[config.mk]
export PLATFORM = sky130hd
export DESIGN_NAME = eth_rx_port_arbiter_flat
export DESIGN_NICKNAME = d
export VERILOG_FILES = /design/src/rtl/eth_sw_pkg.sv /design/src/rtl/eth_rx_port_arbiter_if.sv /design/src/rtl/axis_skid_buf.sv /design/src/rtl/eth_rx_port_arbiter.sv /design/src/flat_wrapper.sv
export SDC_FILE = /design/constraint.sdc
export NUM_CORES = 1
export LEC_CHECK = 0
export CORE_ASPECT_RATIO = 0.8
export CORE_MARGIN = 4
export CORE_UTILIZATION = 48
export DETAILED_ROUTE_END_ITERATION = 10
export GPL_TIMING_DRIVEN = 0
export PLACE_DENSITY = 0.92
export SYNTH_ARGS = -nofsm -noshare
export SYNTH_HDL_FRONTEND = slang
export SYNTH_SLANG_ARGS = --single-unit
[constraint.sdc]
create_clock -name rx_axis_fifo_aclk -period 12.5 [get_ports rx_axis_fifo_aclk]
set_input_delay 1.875 -clock rx_axis_fifo_aclk [delete_from_list [all_inputs] [get_ports rx_axis_fifo_aclk]]
set_output_delay 1.875 -clock rx_axis_fifo_aclk [all_outputs]
set_load 0.02 [all_outputs]
[src/rtl/eth_sw_pkg.sv]
// Shared types for the Ethernet switch datapath: beat format and the RX arbiter states.
package eth_sw_pkg;

    localparam int ETH_DATA_W = 64;
    localparam int ETH_KEEP_W = 8;
    // Port tags are carried zero-extended in a fixed-width field.
    localparam int ETH_USER_W = 8;

    typedef struct packed {
        logic [ETH_DATA_W-1:0] tdata;
        logic [ETH_KEEP_W-1:0] tkeep;
        logic                  tlast;
        logic [ETH_USER_W-1:0] tuser;
        logic                  terr;
    } eth_beat_t;

    typedef enum logic [1:0] {
        IDLE,
        XFER,
        DROP
    } arb_state_e;

endpackage

[src/rtl/eth_rx_port_arbiter_if.sv]
// Bundle of the per-port MAC receive streams and the merged switch-core stream.
interface eth_rx_port_arbiter_if #(
    parameter int NUM_PORTS = 4,
    parameter int PORT_W    = $clog2(NUM_PORTS)
) ();
    import eth_sw_pkg::*;

    logic [NUM_PORTS-1:0][ETH_DATA_W-1:0] s_axis_tdata;
    logic [NUM_PORTS-1:0][ETH_KEEP_W-1:0] s_axis_tkeep;
    logic [NUM_PORTS-1:0]                 s_axis_tvalid;
    logic [NUM_PORTS-1:0]                 s_axis_tlast;
    logic [NUM_PORTS-1:0]                 s_axis_tready;

    logic [ETH_DATA_W-1:0] m_axis_tdata;
    logic [ETH_KEEP_W-1:0] m_axis_tkeep;
    logic                  m_axis_tvalid;
    logic                  m_axis_tlast;
    logic [PORT_W-1:0]     m_axis_tuser;
    logic                  m_axis_terr;
    logic                  m_axis_tready;

    // MACs and switch core side
    modport master (
        output s_axis_tdata, s_axis_tkeep, s_axis_tvalid, s_axis_tlast, m_axis_tready,
        input  s_axis_tready, m_axis_tdata, m_axis_tkeep, m_axis_tvalid, m_axis_tlast,
               m_axis_tuser, m_axis_terr
    );

    // Arbiter side
    modport slave (
        input  s_axis_tdata, s_axis_tkeep, s_axis_tvalid, s_axis_tlast, m_axis_tready,
        output s_axis_tready, m_axis_tdata, m_axis_tkeep, m_axis_tvalid, m_axis_tlast,
               m_axis_tuser, m_axis_terr
    );

endinterface

[src/rtl/axis_skid_buf.sv]
// Two-entry AXI-Stream register slice: a registered output stage plus one overflow entry.
// Upstream ready is registered ("overflow entry empty"), so it never depends on m_ready.
module axis_skid_buf #(
    parameter int WIDTH = 8
) (
    input  logic             clk,
    input  logic             rst_n,
    input  logic [WIDTH-1:0] s_data,
    input  logic             s_valid,
    output logic             s_ready,
    output logic [WIDTH-1:0] m_data,
    output logic             m_valid,
    input  logic             m_ready
);

    logic [WIDTH-1:0] hold_data;
    logic             hold_valid;
    logic             push;
    logic             load_out;

    assign s_ready  = ~hold_valid;
    assign push     = s_valid & ~hold_valid;
    assign load_out = ~m_valid | m_ready;

    // NOTE: sequential state uses non-blocking assignments so every register samples pre-edge values.
    always_ff @(posedge clk or negedge rst_n) begin
        if (!rst_n) begin
            m_valid    <= 1'b0;
            m_data     <= '0;
            hold_valid <= 1'b0;
        end else if (load_out) begin
            if (hold_valid) begin
                m_data     <= hold_data;
                m_valid    <= 1'b1;
                hold_valid <= 1'b0;
            end else begin
                m_valid <= push;
                if (push) begin
                    m_data <= s_data;
                end
            end
        end else if (push) begin
            hold_valid <= 1'b1;
        end
    end

    // NOTE: the overflow payload is not reset; hold_valid alone says whether it is meaningful.
    always_ff @(posedge clk) begin
        if (push && !load_out) begin
            hold_data <= s_data;
        end
    end

endmodule

[src/rtl/eth_rx_port_arbiter.sv]
// Packet-level round-robin merge of the MAC receive streams into one port-tagged stream,
// truncating frames longer than MAX_BEATS and flagging them with terr on the forced tlast.
module eth_rx_port_arbiter
    import eth_sw_pkg::*;
#(
    parameter int NUM_PORTS = 4,
    parameter int MAX_BEATS = 1200,
    parameter int PORT_W    = $clog2(NUM_PORTS)
) (
    input  logic                  rx_axis_fifo_aclk,
    input  logic                  rx_axis_aresetn,
    eth_rx_port_arbiter_if.slave  bus,
    output logic [15:0]           trunc_cnt
);

    localparam int                CNT_W     = $clog2(MAX_BEATS + 1);
    localparam logic [CNT_W-1:0]  LAST_CNT  = CNT_W'(MAX_BEATS - 1);
    localparam logic [PORT_W-1:0] LAST_PORT = PORT_W'(NUM_PORTS - 1);

    arb_state_e           state_q, state_d;
    logic [PORT_W-1:0]    grant_q, rr_ptr_q, arb_pick, cand, next_ptr;
    logic                 arb_found;
    logic [CNT_W-1:0]     beat_cnt_q;
    logic [15:0]          trunc_q;
    logic [NUM_PORTS-1:0] ready;
    logic                 skid_ready;
    logic                 push_valid;
    eth_beat_t            push_beat, out_beat;
    logic                 in_valid, in_last, accept, at_limit;

    assign in_valid = bus.s_axis_tvalid[grant_q];
    assign in_last  = bus.s_axis_tlast[grant_q];
    assign at_limit = (beat_cnt_q == LAST_CNT);
    assign next_ptr = (grant_q == LAST_PORT) ? '0 : grant_q + PORT_W'(1);
    assign accept   = in_valid & ((state_q == XFER) ? skid_ready : (state_q == DROP));

    // First valid port at or after rr_ptr, wrapping.
    always_comb begin
        arb_found = 1'b0;
        arb_pick  = rr_ptr_q;
        cand      = rr_ptr_q;
        for (int i = 0; i < NUM_PORTS; i++) begin
            cand = PORT_W'((int'(rr_ptr_q) + i) % NUM_PORTS);
            if (!arb_found && bus.s_axis_tvalid[cand]) begin
                arb_found = 1'b1;
                arb_pick  = cand;
            end
        end
    end

    always_ff @(posedge rx_axis_fifo_aclk or negedge rx_axis_aresetn) begin
        if (!rx_axis_aresetn) begin
            state_q <= IDLE;
        end else begin
            state_q <= state_d;
        end
    end

    // NOTE: every combinational output gets a default first, so no path infers a latch.
    always_comb begin
        state_d = state_q;
        case (state_q)
            IDLE: if (arb_found) state_d = XFER;
            XFER: begin
                if (accept && in_last) begin
                    state_d = IDLE;
                end else if (accept && at_limit) begin
                    state_d = DROP;
                end
            end
            DROP: if (accept && in_last) state_d = IDLE;
            default: state_d = IDLE;
        endcase
    end

    always_comb begin
        ready      = '0;
        push_valid = 1'b0;
        push_beat  = '0;
        case (state_q)
            XFER: begin
                ready[grant_q]  = skid_ready;
                push_valid      = accept;
                push_beat.tdata = bus.s_axis_tdata[grant_q];
                push_beat.tkeep = bus.s_axis_tkeep[grant_q];
                push_beat.tlast = in_last | at_limit;
                push_beat.tuser = ETH_USER_W'(grant_q);
                push_beat.terr  = at_limit & ~in_last;
            end
            DROP:    ready[grant_q] = 1'b1;
            default: ;
        endcase
    end

    always_ff @(posedge rx_axis_fifo_aclk or negedge rx_axis_aresetn) begin
        if (!rx_axis_aresetn) begin
            grant_q    <= '0;
            rr_ptr_q   <= '0;
            beat_cnt_q <= '0;
            trunc_q    <= '0;
        end else begin
            if (state_q == IDLE && arb_found) begin
                grant_q    <= arb_pick;
                beat_cnt_q <= '0;
            end
            if (state_q == XFER && accept) begin
                beat_cnt_q <= beat_cnt_q + CNT_W'(1);
            end
            if (state_q != IDLE && accept && in_last) begin
                rr_ptr_q <= next_ptr;
            end
            if (state_q == XFER && accept && at_limit && !in_last && trunc_q != '1) begin
                trunc_q <= trunc_q + 16'd1;
            end
        end
    end

    axis_skid_buf #(
        .WIDTH ($bits(eth_beat_t))
    ) u_skid (
        .clk     (rx_axis_fifo_aclk),
        .rst_n   (rx_axis_aresetn),
        .s_data  (push_beat),
        .s_valid (push_valid),
        .s_ready (skid_ready),
        .m_data  (out_beat),
        .m_valid (bus.m_axis_tvalid),
        .m_ready (bus.m_axis_tready)
    );

    assign bus.s_axis_tready = ready;
    assign bus.m_axis_tdata  = out_beat.tdata;
    assign bus.m_axis_tkeep  = out_beat.tkeep;
    assign bus.m_axis_tlast  = out_beat.tlast;
    assign bus.m_axis_tuser  = PORT_W'(out_beat.tuser);
    assign bus.m_axis_terr   = out_beat.terr;
    assign trunc_cnt         = trunc_q;

endmodule

[src/flat_wrapper.sv]
// flat-port wrapper written by rule: the top's interface ports become plain ports
module eth_rx_port_arbiter_flat import eth_sw_pkg::*;
#(
    parameter int NUM_PORTS = 4,
    parameter int MAX_BEATS = 1200,
    parameter int PORT_W    = $clog2(NUM_PORTS)
)
  (rx_axis_fifo_aclk, rx_axis_aresetn, trunc_cnt, bus_s_axis_tdata, bus_s_axis_tkeep, bus_s_axis_tvalid, bus_s_axis_tlast, bus_m_axis_tready, bus_s_axis_tready, bus_m_axis_tdata, bus_m_axis_tkeep, bus_m_axis_tvalid, bus_m_axis_tlast, bus_m_axis_tuser, bus_m_axis_terr);
  eth_rx_port_arbiter_if #(.NUM_PORTS(NUM_PORTS), .PORT_W(PORT_W)) bus_i ();
  input  logic rx_axis_fifo_aclk;
  input  logic rx_axis_aresetn;
  output logic [15:0] trunc_cnt;
  input wire logic [$bits(bus_i.s_axis_tdata)-1:0] bus_s_axis_tdata;
  input wire logic [$bits(bus_i.s_axis_tkeep)-1:0] bus_s_axis_tkeep;
  input wire logic [$bits(bus_i.s_axis_tvalid)-1:0] bus_s_axis_tvalid;
  input wire logic [$bits(bus_i.s_axis_tlast)-1:0] bus_s_axis_tlast;
  input wire logic [$bits(bus_i.m_axis_tready)-1:0] bus_m_axis_tready;
  output wire logic [$bits(bus_i.s_axis_tready)-1:0] bus_s_axis_tready;
  output wire logic [$bits(bus_i.m_axis_tdata)-1:0] bus_m_axis_tdata;
  output wire logic [$bits(bus_i.m_axis_tkeep)-1:0] bus_m_axis_tkeep;
  output wire logic [$bits(bus_i.m_axis_tvalid)-1:0] bus_m_axis_tvalid;
  output wire logic [$bits(bus_i.m_axis_tlast)-1:0] bus_m_axis_tlast;
  output wire logic [$bits(bus_i.m_axis_tuser)-1:0] bus_m_axis_tuser;
  output wire logic [$bits(bus_i.m_axis_terr)-1:0] bus_m_axis_terr;
  assign bus_i.s_axis_tdata = bus_s_axis_tdata;
  assign bus_i.s_axis_tkeep = bus_s_axis_tkeep;
  assign bus_i.s_axis_tvalid = bus_s_axis_tvalid;
  assign bus_i.s_axis_tlast = bus_s_axis_tlast;
  assign bus_i.m_axis_tready = bus_m_axis_tready;
  assign bus_s_axis_tready = bus_i.s_axis_tready;
  assign bus_m_axis_tdata = bus_i.m_axis_tdata;
  assign bus_m_axis_tkeep = bus_i.m_axis_tkeep;
  assign bus_m_axis_tvalid = bus_i.m_axis_tvalid;
  assign bus_m_axis_tlast = bus_i.m_axis_tlast;
  assign bus_m_axis_tuser = bus_i.m_axis_tuser;
  assign bus_m_axis_terr = bus_i.m_axis_terr;
  eth_rx_port_arbiter #(.NUM_PORTS(NUM_PORTS), .MAX_BEATS(MAX_BEATS), .PORT_W(PORT_W)) u_core (.rx_axis_fifo_aclk(rx_axis_fifo_aclk), .rx_axis_aresetn(rx_axis_aresetn), .bus(bus_i), .trunc_cnt(trunc_cnt));
endmodule
## Word level (Yosys, flattened, before mapping)

Index checks and enable logic that the tools add are counted.
W data, S select, Z words.

- Logic and storage cells: 106
- Output and inout port bits: 97
- Input port bits: 299
- Register bits after elaboration: 199

- Add/sub/neg operators: 6
- Muxes and demuxes: 42
- Equality and inequality tests: 8
- Bitwise logic cells: 9
- $lt $le $gt $ge: 6
- Reductions and logical operators: 26

Operators by type and width:

| cell | count |
|---|---|
| $mux W82 | 3 |
| $bmux W64 S2 | 1 |
| $mux W64 | 1 |
| $mux W11 | 2 |
| $add A16 B1 Y16 const B | 1 |
| $bmux W8 S2 | 1 |
| $mux W1 | 16 |
| $mux W2 | 8 |
| $ne A16 B16 Y1 const B | 1 |
| $lt A2 B3 Y1 const B | 5 |
| $logic_and A1 B1 Y1 | 14 |
| $bmux W1 S2 | 6 |
| $add A11 B1 Y11 const B | 1 |
| $eq A11 B11 Y1 const B | 1 |
| $mux W8 | 1 |
| $pmux W4 S2 | 1 |
| $reduce_bool A2 Y1 | 4 |
| $pmux W2 S3 | 1 |
| $logic_not A1 Y1 | 5 |
| $add A2 B1 Y2 const B | 2 |
| $add A2 B2 Y2 const B | 2 |
| $and A4 B4 Y4 | 1 |
| $eq A2 B2 Y1 const B | 2 |
| $and A1 B1 Y1 | 3 |
| other kinds (11) | 14 |

## Longest topological paths before layout

Gate-level depths: netlist of the first run.

- Word-level depth: 15
- Mapped depth: 9

## Hierarchy

From an unflattened synthesis of the first run, not the netlist that was laid out.

- Cell total of the unflattened synthesis: 735
- Area total of the unflattened synthesis: 11303.3 µm²

Modules (own cells, without submodules):

| module | area each (µm²) | sequential area each (µm²) | instances | cells an instance |
|---|---|---|---|---|
| axis_skid_buf | 7114.3 | 4564.4 | 1 | 356 |
| eth_rx_port_arbiter | 4189.0 | 825.8 | 1 | 379 |

## Worst setup path before layout of the first run

No wires, ideal clock.

- Path kind: input port to flip-flop
- Start: input bus_s_axis_tvalid[3]
- End: register u_core.u_skid.hold_data[0] (enable)
- Arrival time: 5870 ps
- Data required time: 11989 ps
- Slack: 6119 ps
- Stages on the path: 5
- Library setup time: 511 ps
- Path through: buf_2 mux4_2 nand2_1 clkbuf_1 nor2_1

- Cells in the longest elaborated chain, start to end: 6

RTL lines:

| item | RTL line | source |
|---|---|---|
| from (decl) | flat_wrapper.sv:15 | `input wire logic [$bits(bus_i.s_axis_tvalid)-1:0] bus_s_axis_tvalid;` |
| $bmux W1 S2 | eth_rx_port_arbiter.sv:31 | `assign in_valid = bus.s_axis_tvalid[grant_q];` |
| $mux W1 (implied by the code) | eth_rx_port_arbiter.sv:31 |  |
| $and A1 B1 Y1 | eth_rx_port_arbiter.sv:35 | `assign accept = in_valid & ((state_q == XFER) ? skid_ready : (state_q == DROP));` |
| $mux W1 | eth_rx_port_arbiter.sv:80 | `case (state_q)` |
| $and A1 B1 Y1 | axis_skid_buf.sv:22 | `assign push = s_valid & ~hold_valid;` |
| $logic_and A1 B1 Y1 | axis_skid_buf.sv:49 | `if (push && !load_out) begin` |
| to (signal assigned) | axis_skid_buf.sv:50 | `hold_data <= s_data;` |
| to (decl) | axis_skid_buf.sv:16 | `logic [WIDTH-1:0] hold_data;` |

No other way between the ends. The select of a mux whose other input is x is not followed.
A chain may end at the register's enable or synchronous reset.

## Worst setup path after layout of the first run

- Start: register u_core.state_q[1]
- End: output bus_s_axis_tready[2]

- Cells in the longest elaborated chain, start to end: 2
- Elaborated cells between the ends (all ways): 3
- Classes of those cells: eq/ne: 2; mux: 1

RTL lines:

| item | RTL line | source |
|---|---|---|
| from (decl) | eth_rx_port_arbiter.sv:20 | `arb_state_e state_q, state_d;` |
| from (signal assigned) | eth_rx_port_arbiter.sv:55 | `state_q <= state_d;` |
| $eq A2 B2 Y1 or $eq A2 B1 Y1 (tied branches) | eth_rx_port_arbiter.sv:80 |  |
| $pmux W4 S2 (*) | eth_rx_port_arbiter.sv:80 |  |
| to (decl) | flat_wrapper.sv:18 | `output wire logic [$bits(bus_i.s_axis_tready)-1:0] bus_s_axis_tready;` |

Every way passes the cells marked *; elsewhere a longest branch is shown, timed or not.

==> results of run 1 <==
## synthesized netlist by cell type, drive strengths merged (3+ instances only)
master and number:
inv 15, nand2 100, mux4 74, a31oi 76, a21oi 14, nand3 11, o21ai 24, ha 9
and2 76, mux2 4, nand4 8, nor2 98, xor2 10, dfrtp 111, xnor2 4, edfxtp 76
buf 24, and4 6, nand2b 74, nor2b 5, and3 3, nor3 9, clkbuf 40
## final timing paths
check,slack [ns],startpoint,endpoint,cells after the start
min reg2reg,0.49,u_core.trunc_cnt[5],u_core.trunc_cnt[5],1
min,0.49,u_core.trunc_cnt[5],u_core.trunc_cnt[5],1
max,7.34,u_core.state_q[1],bus_s_axis_tready[2],7
max in group asynchronous,10.37,rx_axis_aresetn,u_core.u_skid.m_data[77],2
max reg2reg,8.72,u_core.state_q[1],u_core.u_skid.hold_data[63],9
min in group asynchronous,1.41,rx_axis_aresetn,u_core.u_skid.m_valid,1
## state kept, by name (all words and copies together), names as in the netlist
signal	flops
u_core.u_skid.hold_valid	1
u_core.u_skid.m_data	76
u_core.rr_ptr_q	2
u_core.trunc_cnt	16
u_core.grant_q	2
u_core.state_q	2
u_core.beat_cnt_q	11
u_core.u_skid.m_valid	1
u_core.u_skid.hold_data	76
## layout make-up
| type | instances | area share |
|---|---|---|
| flip-flops and latches | 187 | 0.3350 |
| multi-input cells | 624 | 0.3132 |
| repair buffers | 397 | 0.2657 |
| clock buffers | 21 | 0.03198 |
| well taps | 269 | 0.02229 |
| plain buffers | 64 | 0.01790 |
| clock inverters | 11 | 0.01019 |
| inverters | 15 | 0.003728 |
## power by group through the flow
stage | Sequential [mW] | Clock, mW | Combinational, mW
finish | 0.974 | 0.584 | 1.81
global placement | 0.980 | 0 | 1.74
global route | 0.994 | 0.616 | 1.95
detailed placement | 0.983 | 0 | 1.80
floorplan | 1.13 | 0 | 0.931
CTS | 0.973 | 0.587 | 1.82
## per-layer routing
metal / part of all wire / vias up / GRT usage / routed length (microns)
met5: 0 / - / 0 / 0
met4: 0.021 / 0 / 0.06918 / 724
met3: 0.082 / 63 / 0.05651 / 2772
met2: 0.51 / 493 / 0.4910 / 17210
met1: 0.39 / 4440 / 0.3596 / 13220
li1: - / 4068 / - / -
## through the flow
step | power [mW] | std cells | setup WS [ns]
detailed placement | 2.788 | 1556 | 7.707
floorplan | 2.060 | 890 | 6.119
global placement | 2.723 | 1553 | 3.812
CTS | 3.377 | 1588 | 7.397
finish | 3.367 | 1588 | 7.339
global route | 3.560 | 1588 | 7.102
## kinds of logic (layout without fill, tap and decap cells)
kind of cell,after synthesis,count (layout),synth area share
xor+xnor,14,14,0.01213
buf+inv,79,508,0.03231
mux,80,80,0.1713
flops,187,187,0.5006
compound gates,125,125,0.07551
simple gates,396,396,0.1971
fa+ha+maj,9,9,0.01114
==> impl_metrics.json, run 1 <==
{
  "outcome": "complete, no violations",
  "place_congestion": 0.8635,
  "critPathMaxStageDelay_ns": 0.62,
  "floorplan.rows": 47,
  "routed_wire_length_per_instance_microns": 21.36,
  "skew_ns": 0.01334,
  "synth.ff_latch_count": 187,
  "area_growth_syn_to_layout_pct": 49.40,
  "start_util": 0.4883,
  "tightest_slew_ns": 0.7409,
  "layout.nets": 1614,
  "post_cts.resized_instances": 0,
  "crit_chain": "inv_1 -> ha_1 -> clkbuf_1 -> nor2b_1 -> o21ai_0 -> nor2_1 -> clkdlybuf4s50_1",
  "finish.utilization": 0.7296,
  "max_cap_viol_count": 0,
  "max_clock_freq_mhz": 193.7,
  "critPathMaxFanout": 10,
  "async_flop_share": 0.5936,
  "n_fill_cell": 1401,
  "post_cts_buffers": 0,
  "cts.reportedPaths.clkPinSlew_ns": 0.07,
  "syn_area_sq_um": 10110,
  "placeableCoreArea_sq_um": 20700,
  "period_share": 0.4129,
  "internal-power_mw": 2.038,
  "maximum_number_of_pins_on_one_net_before_global_route_repair": 59,
  "power.leakage_nw": 5.597,
  "groute.usage.overall": 0.2798,
  "ant_nets": 0,
  "final_hold_viols": 0,
  "fraction_of_the_yosys_area_taken_by_sequential_cells": 0.5006,
  "via_count": 9064,
  "first_pass_iters": 6,
  "tritoncts": "yes",
  "grt-ovfl-total": 0,
  "final_min_period_ns": 5.161,
  "drt_iter0_markers": 856,
  "placement.io_buffers": 394,
  "grt_setup_unrepaired": "false",
  "drv_slew": 0,
  "timing.final.setup_violations": 0,
  "placement.cell_area_sq_um": 14470,
  "numClockSinks": 187,
  "finalSetupTns_ns": 0,
  "antennaDiodeCount": 0,
  "dominantRegCellSynth": "sky130_fd_sc_hd__dfrtp_1",
  "crit_required_ns": 10.62,
  "synth_cell_types": 42,
  "worst_slew_margin_rel": 0.5060,
  "worstSetupEndpointType": "primary output",
  "hold_fix_buffers_at_cts": 0,
  "yosys_warnings": 0,
  "powerDensity_nw_per_um2": 223.0,
  "root_buffer": "sky130_fd_sc_hd__clkbuf_16",
  "max-clock-path-buffers": 2,
  "detail_route.drc_violations": 0,
  "power.sequential.fraction": 0.289,
  "timing.critical_path.max_delay_family": "buffers and inverters",
  "comb_power_share": 0.537,
  "number_of_h_tree_branching_levels": 4,
  "cp.buffers_inverters": 3,
  "final_area_sq_um": 15100,
  "vias_per_cell": 5.708,
  "critical-path-slowest-cell": "sky130_fd_sc_hd__clkdlybuf4s50_1",
  "worst_ep_arrival_time_ns": 3.29,
  "multi_input_gate_area_sq_um": 4730,
  "tritoncts.num_buffers": 17,
  "final_cell_mix": "sky130_fd_sc_hd__clkdlybuf4s50_1, sky130_fd_sc_hd__dfrtp_1, sky130_fd_sc_hd__nand2_1",
  "antenna_violations_before_repair": 0,
  "avgSynthCellArea_sq_um": 11.36,
  "number_of_global_route_vias_before_repair": 9116,
  "die_area_sq_um": 23460,
  "ys_top_cells_by_area": "sky130_fd_sc_hd__dfrtp_1, sky130_fd_sc_hd__edfxtp_1, sky130_fd_sc_hd__mux4_2, sky130_fd_sc_hd__a31oi_1, sky130_fd_sc_hd__and2_1",
  "fin_hold_ws_ns": 0.4911,
  "insertion_delay_ns": 0.42,
  "power.share.switching": 0.3946,
  "synth-edff-count": 76,
  "syn_inst": 890,
  "post-synth-top-area-fraction": 0.2748,
  "netlist.top_cell.by_area": "sky130_fd_sc_hd__dfrtp_1",
  "chipHeight_microns": 137.8,
  "pwr-share-clk": 0.173,
  "layout_commonest_cell": "sky130_fd_sc_hd__clkdlybuf4s50_1",
  "synthesis.nets": 1198,
  "detailedPlacementHpwl_microns": 26380,
  "worst_hold_path_type": "reg -> reg",
  "fraction_of_final_layout_cells_with_drive_strength_greater_than_1": 0.1054,
  "routed_wirelength_microns": 33930,
  "max-vdd-ir-drop_mv": 0.1548,
  "wire_length_of_the_first_global_routing_pass_microns": 50500,
  "start_kind": "flip-flop",
  "power.net_switching_mw": 1.329,
  "top_ports": 396,
  "die_width_microns": 170.2,
  "path_class": "reg -> out",
  "ff_latch_area_sq_um": 5060
}
(Power assumes the default switching activity.)
==> run 2, diff against run 1 <==
Settings changed: CORE_UTILIZATION 48 to 45, PLACE_DENSITY 0.92 to 0.87.
Clock period 12.5 ns to 4.8 ns, I/O delays scaled along.
==> run 2 against run 1 <==
- die area is 6.3% higher
- highest routed layer unchanged
- critical path type unchanged
- global-route usage decreased by 1.7 points
- wire length is 0.26% higher
- sequential cell count did not move
- combinational power increased to 2.6 times the previous value
- via count is 2.4% lower
- non-clock buffer count unchanged
- clock-buffer cell count is 1 lower
==> impl_metrics.json, run 2 (synthesis results as in run 1) <==
{
  "outcome": "complete, no violations",
  "number_of_global_route_vias_before_repair": 9181,
  "detailedPlacementHpwl_microns": 26520,
  "root_buffer": "sky130_fd_sc_hd__clkbuf_16",
  "skew_ns": 0.01486,
  "chipHeight_microns": 142.1,
  "cp.buffers_inverters": 3,
  "ant_nets": 0,
  "max-vdd-ir-drop_mv": 0.2845,
  "tritoncts.num_buffers": 17,
  "die_area_sq_um": 24940,
  "fin_hold_ws_ns": 0.2148,
  "antennaDiodeCount": 0,
  "worstSetupEndpointType": "primary output",
  "tritoncts": "yes",
  "number_of_h_tree_branching_levels": 4,
  "final_cell_mix": "sky130_fd_sc_hd__clkdlybuf4s50_1, sky130_fd_sc_hd__dfrtp_1, sky130_fd_sc_hd__nand2_1",
  "final_hold_viols": 0,
  "start_kind": "flip-flop",
  "final_min_period_ns": 4.024,
  "critPathMaxFanout": 10,
  "placeableCoreArea_sq_um": 21800,
  "tightest_slew_ns": 0.7750,
  "powerDensity_nw_per_um2": 568.9,
  "first_pass_iters": 5,
  "worst_hold_path_type": "in -> async",
  "worst_r2r_path_depth": 8,
  "crit_required_ns": 4.08,
  "groute.usage.overall": 0.2629,
  "post_cts_buffers": 0,
  "routed_wire_length_per_instance_microns": 21.01,
  "layout_commonest_cell": "sky130_fd_sc_hd__clkdlybuf4s50_1",
  "routed_wirelength_microns": 34010,
  "floorplan.rows": 48,
  "wire_length_of_the_first_global_routing_pass_microns": 51030,
  "crit_chain": "inv_1 -> ha_1 -> clkbuf_1 -> nor2b_1 -> o21ai_0 -> nor2_1 -> clkdlybuf4s50_1",
  "insertion_delay_ns": 0.43,
  "worst_ep_arrival_time_ns": 3.30,
  "ff_latch_area_sq_um": 5060,
  "layout.nets": 1614,
  "cts.reportedPaths.clkPinSlew_ns": 0.08,
  "worst_slew_margin_rel": 0.4833,
  "finish.utilization": 0.6900,
  "maximum_number_of_pins_on_one_net_before_global_route_repair": 70,
  "vias_per_cell": 5.464,
  "area_growth_syn_to_layout_pct": 48.82,
  "numClockSinks": 187,
  "critical-path-slowest-cell": "sky130_fd_sc_hd__clkdlybuf4s50_1",
  "post_cts.resized_instances": 0,
  "period_share": 0.8384,
  "top_ports": 396,
  "multi_input_gate_area_sq_um": 4730,
  "critPathMaxStageDelay_ns": 0.63,
  "max_cap_viol_count": 0,
  "antenna_violations_before_repair": 0,
  "finalSetupTns_ns": 0,
  "path_class": "reg -> out",
  "grt-ovfl-total": 0,
  "detail_route.drc_violations": 0,
  "hold_fix_buffers_at_cts": 0,
  "via_count": 8847,
  "drt_iter0_markers": 646,
  "timing.final.setup_violations": 0,
  "worstSetupPathDepth": 7,
  "start_util": 0.4637,
  "placement.io_buffers": 394,
  "power.leakage_nw": 5.565,
  "max-clock-path-buffers": 2,
  "n_fill_cell": 1627,
  "max_clock_freq_mhz": 248.5,
  "timing.critical_path.max_delay_family": "buffers and inverters",
  "fraction_of_final_layout_cells_with_drive_strength_greater_than_1": 0.1046,
  "die_width_microns": 175.6,
  "drv_slew": 0,
  "grt_setup_unrepaired": "false",
  "place_congestion": 0.8714
}
## run 2: changes by cell type in the layout (fill, tap and decap cells not counted), moves of 2 or more
cell,delta
sky130_fd_sc_hd__clkinvlp_4,-3
sky130_fd_sc_hd__clkinv_2,-2
sky130_fd_sc_hd__inv_6,+3
sky130_fd_sc_hd__bufinv_16,-3
sky130_fd_sc_hd__clkbuf_16,-2
sky130_fd_sc_hd__inv_4,+4
## run 2: cell type report
cell class                 count  share of cell area
buffer                        64             0.01797
clock buffer                  20             0.02903
clock inverter                12            0.006820
inverter                      15            0.003743
multi-input combinational    624              0.3144
sequential                   187              0.3364
tap                          300             0.02495
timing repair buffer         397              0.2667
## run 2: report_power, final
part | leakage (nW) | internal [mW] | total, mW | switching [mW]
clock network | 0.271 | 0.684 | 1.34 | 0.653
registers | 2.05 | 2.27 | 2.53 | 0.259
logic | 3.24 | 2.14 | 4.69 | 2.55
## run 2: path summary, 6_finish.rpt
kind / startpoint / end / slack, ns
max: u_core.state_q[1] / bus_s_axis_tready[3] / 0.78
min reg2reg: u_core.beat_cnt_q[10] / u_core.beat_cnt_q[10] / 0.49
min: rx_axis_aresetn / u_core.trunc_cnt[5] / 0.21
max reg2reg: u_core.state_q[1] / u_core.u_skid.hold_data[75] / 1.24
max in group asynchronous: rx_axis_aresetn / u_core.u_skid.m_data[60] / 3.86
min in group rx_axis_fifo_aclk: u_core.beat_cnt_q[10] / u_core.beat_cnt_q[10] / 0.49
## run 2: layer usage
layer | up-vias | GRT usage | wire length [microns]
met5 | - | 0 | 0
met4 | 0 | 0.04963 | 359
met3 | 26 | 0.06560 | 2547
met2 | 364 | 0.4629 | 17440
met1 | 4400 | 0.3363 | 13670
li1 | 4057 | - | -
## run 2: metrics by stage
step	cells	worst slack (ns)	total power, mW	cell area, sq um
after floorplan	890	0.8388	5.361	10110
after global placement	1584	-1.581	7.117	14430
after detailed placement	1587	1.045	7.279	14500
after CTS	1619	0.7645	8.607	15040
after global routing	1619	0.5988	9.078	15040
final	1619	0.7757	8.559	15040
